`src/rtl/ps2_scancode_decoder.sv`:
```
// ps2_scancode_decoder
//   Turns a stream of PS/2 set-2 scan-code bytes into key events
//   {code, ext, release}, queued in a small FIFO for a ready/valid consumer.
//   Also tracks whether a (non-extended) shift key is currently held down.
//
//   Optional feature: define PS2_ASCII_EN to add the ev_ascii output. The
//   ASCII value is computed when the event is pushed, using the shift state
//   as it was before that event.
//
// Parameters
//   FIFO_DEPTH   event FIFO entries (power of two, >= 2)
//   TIMEOUT_CYC  idle cycles after which a pending E0/F0 prefix is abandoned
//
// Ports
//   clk, rst     clock, synchronous active-high reset
//   rx_data      scan-code byte, qualified by the one-cycle strobe rx_valid
//   ev_valid     FIFO non-empty; head event on ev_code/ev_ext/ev_release
//   ev_ready     consumer accept; pops the head when ev_valid is high
//   shift_held   left (12) or right (59) shift currently down
//   overflow     sticky flag, an event was dropped on a full FIFO
//   ev_ascii     (PS2_ASCII_EN only) ASCII of the head event, 00 if none
module ps2_scancode_decoder #(
  parameter int FIFO_DEPTH  = 8,
  parameter int TIMEOUT_CYC = 2000000
) (
  input  logic       clk,
  input  logic       rst,
  input  logic [7:0] rx_data,
  input  logic       rx_valid,
  output logic       ev_valid,
  input  logic       ev_ready,
  output logic [7:0] ev_code,
  output logic       ev_ext,
  output logic       ev_release,
  output logic       shift_held,
  output logic       overflow
`ifdef PS2_ASCII_EN
  ,
  output logic [7:0] ev_ascii
`endif
);

  localparam int PTR_W = $clog2(FIFO_DEPTH);
  localparam int CNT_W = PTR_W + 1;
  localparam int TO_W  = $clog2(TIMEOUT_CYC + 1);
  localparam logic [CNT_W-1:0] FULL_CNT = CNT_W'(FIFO_DEPTH);
  localparam logic [TO_W-1:0]  TO_LAST  = TO_W'(TIMEOUT_CYC - 1);

`ifdef PS2_ASCII_EN
  localparam int ENTRY_W = 18;
`else
  localparam int ENTRY_W = 10;
`endif

  typedef enum logic [1:0] {IDLE, EXT, BRK, EXT_BRK} state_t;

  // Host/keyboard protocol bytes that never form part of a key event.
  function automatic logic is_ctrl(input logic [7:0] b);
    case (b)
      8'h00, 8'hAA, 8'hEE, 8'hFA, 8'hFC, 8'hFD, 8'hFE, 8'hFF: is_ctrl = 1'b1;
      default:                                                is_ctrl = 1'b0;
    endcase
  endfunction

`ifdef PS2_ASCII_EN
  function automatic logic [7:0] to_ascii(input logic [7:0] code,
                                          input logic ext, input logic rel,
                                          input logic shift);
    logic [7:0] a;
    a = 8'h00;
    case (code)
      8'h1C: a = 8'h61; 8'h32: a = 8'h62; 8'h21: a = 8'h63; 8'h23: a = 8'h64;
      8'h24: a = 8'h65; 8'h2B: a = 8'h66; 8'h34: a = 8'h67; 8'h33: a = 8'h68;
      8'h43: a = 8'h69; 8'h3B: a = 8'h6A; 8'h42: a = 8'h6B; 8'h4B: a = 8'h6C;
      8'h3A: a = 8'h6D; 8'h31: a = 8'h6E; 8'h44: a = 8'h6F; 8'h4D: a = 8'h70;
      8'h15: a = 8'h71; 8'h2D: a = 8'h72; 8'h1B: a = 8'h73; 8'h2C: a = 8'h74;
      8'h3C: a = 8'h75; 8'h2A: a = 8'h76; 8'h1D: a = 8'h77; 8'h22: a = 8'h78;
      8'h35: a = 8'h79; 8'h1A: a = 8'h7A;
      8'h45: a = 8'h30; 8'h16: a = 8'h31; 8'h1E: a = 8'h32; 8'h26: a = 8'h33;
      8'h25: a = 8'h34; 8'h2E: a = 8'h35; 8'h36: a = 8'h36; 8'h3D: a = 8'h37;
      8'h3E: a = 8'h38; 8'h46: a = 8'h39;
      8'h29: a = 8'h20;
      8'h5A: a = 8'h0D;
      default: a = 8'h00;
    endcase
    // Only letters have a shifted form.
    if (shift && a >= 8'h61 && a <= 8'h7A) a = a - 8'h20;
    if (ext || rel) a = 8'h00;
    to_ascii = a;
  endfunction
`endif

  state_t           state, state_nx;
  logic [TO_W-1:0]  to_cnt;
  logic             push, push_ext, push_rel;
  logic [7:0]       push_code;
  logic [ENTRY_W-1:0] push_entry;

  logic [ENTRY_W-1:0] fifo_mem [FIFO_DEPTH];
  logic [PTR_W-1:0]   wr_ptr, rd_ptr;
  logic [CNT_W-1:0]   count;
  logic               full, pop, accept;
  logic [ENTRY_W-1:0] head;
  logic               lshift, rshift;

  // Decode: next state and the event (if any) generated by this byte.
  always_comb begin
    state_nx  = state;
    push      = 1'b0;
    push_code = rx_data;
    push_ext  = 1'b0;
    push_rel  = 1'b0;
    if (rx_valid) begin
      if (is_ctrl(rx_data)) begin
        state_nx = IDLE;
      end else begin
        case (state)
          IDLE: begin
            if (rx_data == 8'hE0)      state_nx = EXT;
            else if (rx_data == 8'hF0) state_nx = BRK;
            else                       push = 1'b1;
          end
          EXT: begin
            if (rx_data == 8'hF0)      state_nx = EXT_BRK;
            else if (rx_data == 8'hE0) state_nx = EXT;
            else begin
              push     = 1'b1;
              push_ext = 1'b1;
              state_nx = IDLE;
            end
          end
          BRK: begin
            push     = 1'b1;
            push_rel = 1'b1;
            state_nx = IDLE;
          end
          EXT_BRK: begin
            push     = 1'b1;
            push_ext = 1'b1;
            push_rel = 1'b1;
            state_nx = IDLE;
          end
          default: state_nx = IDLE;
        endcase
      end
    end else if (state != IDLE && to_cnt == TO_LAST) begin
      state_nx = IDLE;
    end
  end

`ifdef PS2_ASCII_EN
  assign push_entry = {to_ascii(push_code, push_ext, push_rel, shift_held),
                       push_rel, push_ext, push_code};
`else
  assign push_entry = {push_rel, push_ext, push_code};
`endif

  always_ff @(posedge clk) begin
    if (rst) begin
      state  <= IDLE;
      to_cnt <= '0;
    end else begin
      state <= state_nx;
      if (rx_valid || state_nx == IDLE) to_cnt <= '0;
      else                              to_cnt <= to_cnt + TO_W'(1);
    end
  end

  // A full FIFO still accepts a push when the head leaves in the same cycle.
  assign full   = (count == FULL_CNT);
  assign pop    = ev_valid && ev_ready;
  assign accept = push && (!full || pop);

  always_ff @(posedge clk) begin
    if (accept) fifo_mem[wr_ptr] <= push_entry;
  end

  always_ff @(posedge clk) begin
    if (rst) begin
      wr_ptr   <= '0;
      rd_ptr   <= '0;
      count    <= '0;
      overflow <= 1'b0;
    end else begin
      if (accept) wr_ptr <= wr_ptr + PTR_W'(1);
      if (pop)    rd_ptr <= rd_ptr + PTR_W'(1);
      case ({accept, pop})
        2'b10:   count <= count + CNT_W'(1);
        2'b01:   count <= count - CNT_W'(1);
        default: count <= count;
      endcase
      if (push && full && !pop) overflow <= 1'b1;
    end
  end

  // Shift tracking follows every generated event, even one the FIFO drops.
  always_ff @(posedge clk) begin
    if (rst) begin
      lshift <= 1'b0;
      rshift <= 1'b0;
    end else if (push && !push_ext) begin
      if (push_code == 8'h12) lshift <= !push_rel;
      if (push_code == 8'h59) rshift <= !push_rel;
    end
  end

  assign shift_held = lshift || rshift;

  // Head fields are forced to zero while empty so storage needs no reset.
  assign ev_valid   = (count != '0);
  assign head       = fifo_mem[rd_ptr];
  assign ev_code    = ev_valid ? head[7:0] : 8'h00;
  assign ev_ext     = ev_valid && head[8];
  assign ev_release = ev_valid && head[9];
`ifdef PS2_ASCII_EN
  assign ev_ascii   = ev_valid ? head[17:10] : 8'h00;
`endif

endmodule

```
`config.mk`:
```
export PLATFORM = sky130hd
export DESIGN_NAME = ps2_scancode_decoder
export DESIGN_NICKNAME = d
export VERILOG_FILES = /design/src/rtl/ps2_scancode_decoder.sv
export SDC_FILE = /design/constraint.sdc
export NUM_CORES = 1
export LEC_CHECK = 0
export CORE_MARGIN = 3
export CORE_UTILIZATION = 54
export CTS_CLUSTER_DIAMETER = 60
export DETAILED_ROUTE_END_ITERATION = 7
export PLACE_DENSITY = 0.76
export SETUP_SLACK_MARGIN = 0.4
export SLEW_MARGIN = 10
export SYNTH_ARGS = -nofsm -noshare
export SYNTH_HDL_FRONTEND = slang
export SYNTH_SLANG_ARGS = --single-unit
export TNS_END_PERCENT = 30
```
`constraint.sdc`:
```
create_clock -name clk -period 2.8 [get_ports clk]
set_input_delay 0.42 -clock clk [delete_from_list [all_inputs] [get_ports clk]]
set_output_delay 0.42 -clock clk [all_outputs]
set_load 0.03 [all_outputs]
```
==> metrics.cfg <==
[drt]
antenna_left = 0
drc_errors = 0
drt_iter0_markers = 223
routed_wl_um = 11400
viasPerCell = 5.90
post_drt_wl_per_cell_um = 20.4
drt_pass1_iterations = 4
num_vias = 3296

[worst_setup_path]
cp_max_fo = 5
crit_slowest_cell = o41a_1
arrival_ns = 2.89
crit_family = compound AO/OA/AOI/OAI gates
crit_required_ns = 3.18
worstSetupStartpointType = input port
worst_path_largest_cell_delay_ns = 0.42
critPathKind = input port to flop
critPathBufInv = 2
crit_path_end_kind = flop
crit_path_frequent_cell = a21o_1
cp_cell_sequence = clkdlybuf4s15_1 -> nand4b_1 -> o41a_1 -> nand3_2 -> nand2_2 -> inv_1 -> ha_4 -> a21o_1 -> a21o_1 -> a311oi_2 -> a31oi_4 -> mux2_4

[synthesis]
synthesis.area_mm2 = 0.00506
ys_warn_count = 0
synth_cell_type_count = 53
ys_ff_latch = 119
syn-mean-instance-area_um2 = 14.1
ys_seq_area_frac = 0.629
synth_flop_cell = edfxtp_1
ys_async_sr_fraction = 0
synth_edf_count = 80
yosysTopAreaCell = edfxtp_1
yosysTopAreaCellShare = 0.475
netlist_instances = 359
synth_fp_nets = 377
synth.area.top_cells = edfxtp_1 47%, dfxtp_1 15%, mux4_2 8.9%

[floorplanning]
die-area_mm2 = 0.0106
die_y_um = 103
core_area_mm2 = 0.00893
die_x_um = 103
rows = 34
num_io_pins = 25
start_util = 0.567

[finish]
syn_to_final_growth_pct = 26.2
drive_gt1_frac = 0.319
fin_util = 0.715
fillers = 586
finalNetCount = 456
n_antenna_cell = 0

[cts]
root_buffer = clkbuf_8
cts_hold_buf = 0
numCtsBuffers = 17
clk_path_buf_depth = 2
clk_latency_ns = 0.51
cts_tree = yes
cts.htree.levels = 4
clkSlewWorstSetupHoldPaths_ns = 0.06
cts.sinks = 119

[sta]
worstMarginPinSlew_ns = 0.648
final-max-slew-violation-count = 0
hold_viol = 0
hold_slack_ns = 0.374
slew-limit-headroom = 0.567
rsz0062_at_grt = true
period_minus_slack_ns = 2.50
fmax_ghz = 0.399
min_period_over_period = 0.895
setup_viol = 0
clock_skew_ns = 0.0116

[grt]
grt_pass1_wl_um = 17500
grt_pass1_vias = 3387
track_usage = 0.226
grt_max_degree = 21
overflow = 0
grt_antenna_before_repair = 0

[power]
power_frac_comb = 0.248
clock_power_share = 0.373
p_per_area_mw_per_mm2 = 848
p_int_mw = 3.89
ir_worst_vdd_mv = 0.539
leakage_nw = 2.22
power.net_switching_mw = 1.52
seqPwrFrac = 0.379
switching_share = 0.282

[outcome]
status = completed

[place]
portBuffers = 24
dp_hpwl_um = 7180
gp_congestion = 0.840

[min_path]
holdCritPathClass = input port to flop

[run]
cap_violations = 0

## cells in the mapped netlist (all sizes together) (2+ instances only)
library cell  count
and2              3
and4              6
xnor2            13
xor2              9
buf               7
mux2              4
nand2b            5
a21o              2
nor2             48
nor2b             2
edfxtp           80
dfxtp            39
nand4             3
nor4              8
and3              5
a21oi             7
or4               2
clkbuf            6
inv               6
mux4             20
nor3             14
and4b             2
o21ai             4
nand2            20
ha                5
a31oi             4
mux2i            11
nand3            11
## stage by stage
stage | worst slack, ns | TNS [ns] | area, um^2 | total power, mW | std cells
3_5_place_dp | -0.442 | -0.547 | 5690 | 3.31 | 518
4_1_cts | 0.307 | 0 | 6310 | 5.34 | 554
5_1_grt | 0.247 | 0 | 6390 | 5.63 | 559
3_3_place_gp | -0.357 | -0.395 | 5690 | 3.28 | 518
6_report | 0.295 | 0 | 6390 | 5.42 | 559
2_1_floorplan | 0.188 | 0 | 5070 | 2.84 | 359
## cells by family (layout without fill, tap and decap cells)
family | after synthesis | in the layout | synth area share
adder cells (fa/ha/maj) | 6 | 6 | 0.0163
buffers and inverters | 19 | 111 | 0.0180
XOR/XNOR | 22 | 22 | 0.0381
flip-flops | 119 | 119 | 0.629
AND/OR/NAND/NOR | 136 | 136 | 0.144
multiplexers | 35 | 35 | 0.125
AO/OA/AOI/OAI | 22 | 22 | 0.0299
## final cells by class
cell class | instances | area, um^2 | area share
Clock buffer | 22 | 453 | 0.0709
Inverter | 6 | 22.5 | 0.00353
Clock inverter | 10 | 105 | 0.0165
Multi-Input combinational cell | 221 | 1890 | 0.296
Tap cell | 108 | 135 | 0.0212
Sequential cell | 119 | 3190 | 0.500
Timing Repair Buffer | 73 | 588 | 0.0921
## layer usage
metal  up-vias  wire (um)  GRT usage
li1       1517          -          -
met4         0        290      0.114
met3        25        595     0.0568
met2       114       5890      0.367
met5         -          0          0
met1      1640       4620      0.284
## registers in the layout, indices dropped and copies added (netlist names), named ones only
| signal | flops |
|---|---|
| lshift | 1 |
| count | 4 |
| fifo_mem | 80 |
| wr_ptr | 3 |
| overflow | 1 |
| rshift | 1 |
| state | 2 |
| to_cnt | 21 |
| rd_ptr | 3 |
## cells in the final DEF (no fill, tap or decap), types with 4 or more instances in the layout
| cell type | instances |
|---|---|
| nand2_1 | 19 |
| xnor2_1 | 13 |
| buf_2 | 7 |
| clkbuf_16 | 16 |
| clkbuf_2 | 4 |
| inv_1 | 5 |
| and3_1 | 4 |
| mux4_2 | 20 |
| nor2_1 | 47 |
| buf_4 | 46 |
| mux2_4 | 4 |
| a21oi_1 | 7 |
| dlygate4sd2_1 | 4 |
| dfxtp_1 | 34 |
| nor3_1 | 14 |
| nand2b_1 | 4 |
| xor2_1 | 9 |
| clkdlybuf4s50_1 | 6 |
| and4_1 | 5 |
| clkinv_2 | 5 |
| edfxtp_1 | 80 |
| mux2i_1 | 7 |
| nand3_1 | 9 |
| nor4_1 | 4 |
## worst paths after layout
path                         start                       end  slack, ns  depth (start not counted)
min reg2reg    state[1]$_SDFF_PP0_       state[1]$_SDFF_PP0_       0.49                          2
max                     rx_data[3]     count[3]$_SDFFE_PP0P_       0.30                         12
min                     rx_data[0]  fifo_mem[6][0]$_DFFE_PP_       0.37                          2
max reg2reg  count[3]$_SDFFE_PP0P_     count[3]$_SDFFE_PP0P_       0.31                         11
## what timing repair did
action / CTS / global route
buffers inserted: 4 / 5
pin swaps: 5 / 5
resized for setup: 73 / 22
setup endpoints to repair: 13 / 11
## worst reg2reg max path: cells and delay by family (launching register included)
kind                       cells  cell delay [ns]
AOI/OAI and AO/OA              4             0.78
buffers and inverters          2             0.16
muxes                          1             0.31
adders and majority gates      1             0.21
DFF                            1             0.36
and+or+nand+nor                3             0.54
## power by group through the flow
stage                     Sequential (mW)  Combinational, mW  Clock, mW
after floorplan                      2.03              0.812          0
after global placement               2.06               1.22          0
after detailed placement             2.06               1.25          0
after CTS                            2.04               1.25       2.05
after global routing                 2.06               1.44       2.13
final                                2.05               1.34       2.02
Power figures use the tool's default switching activity.
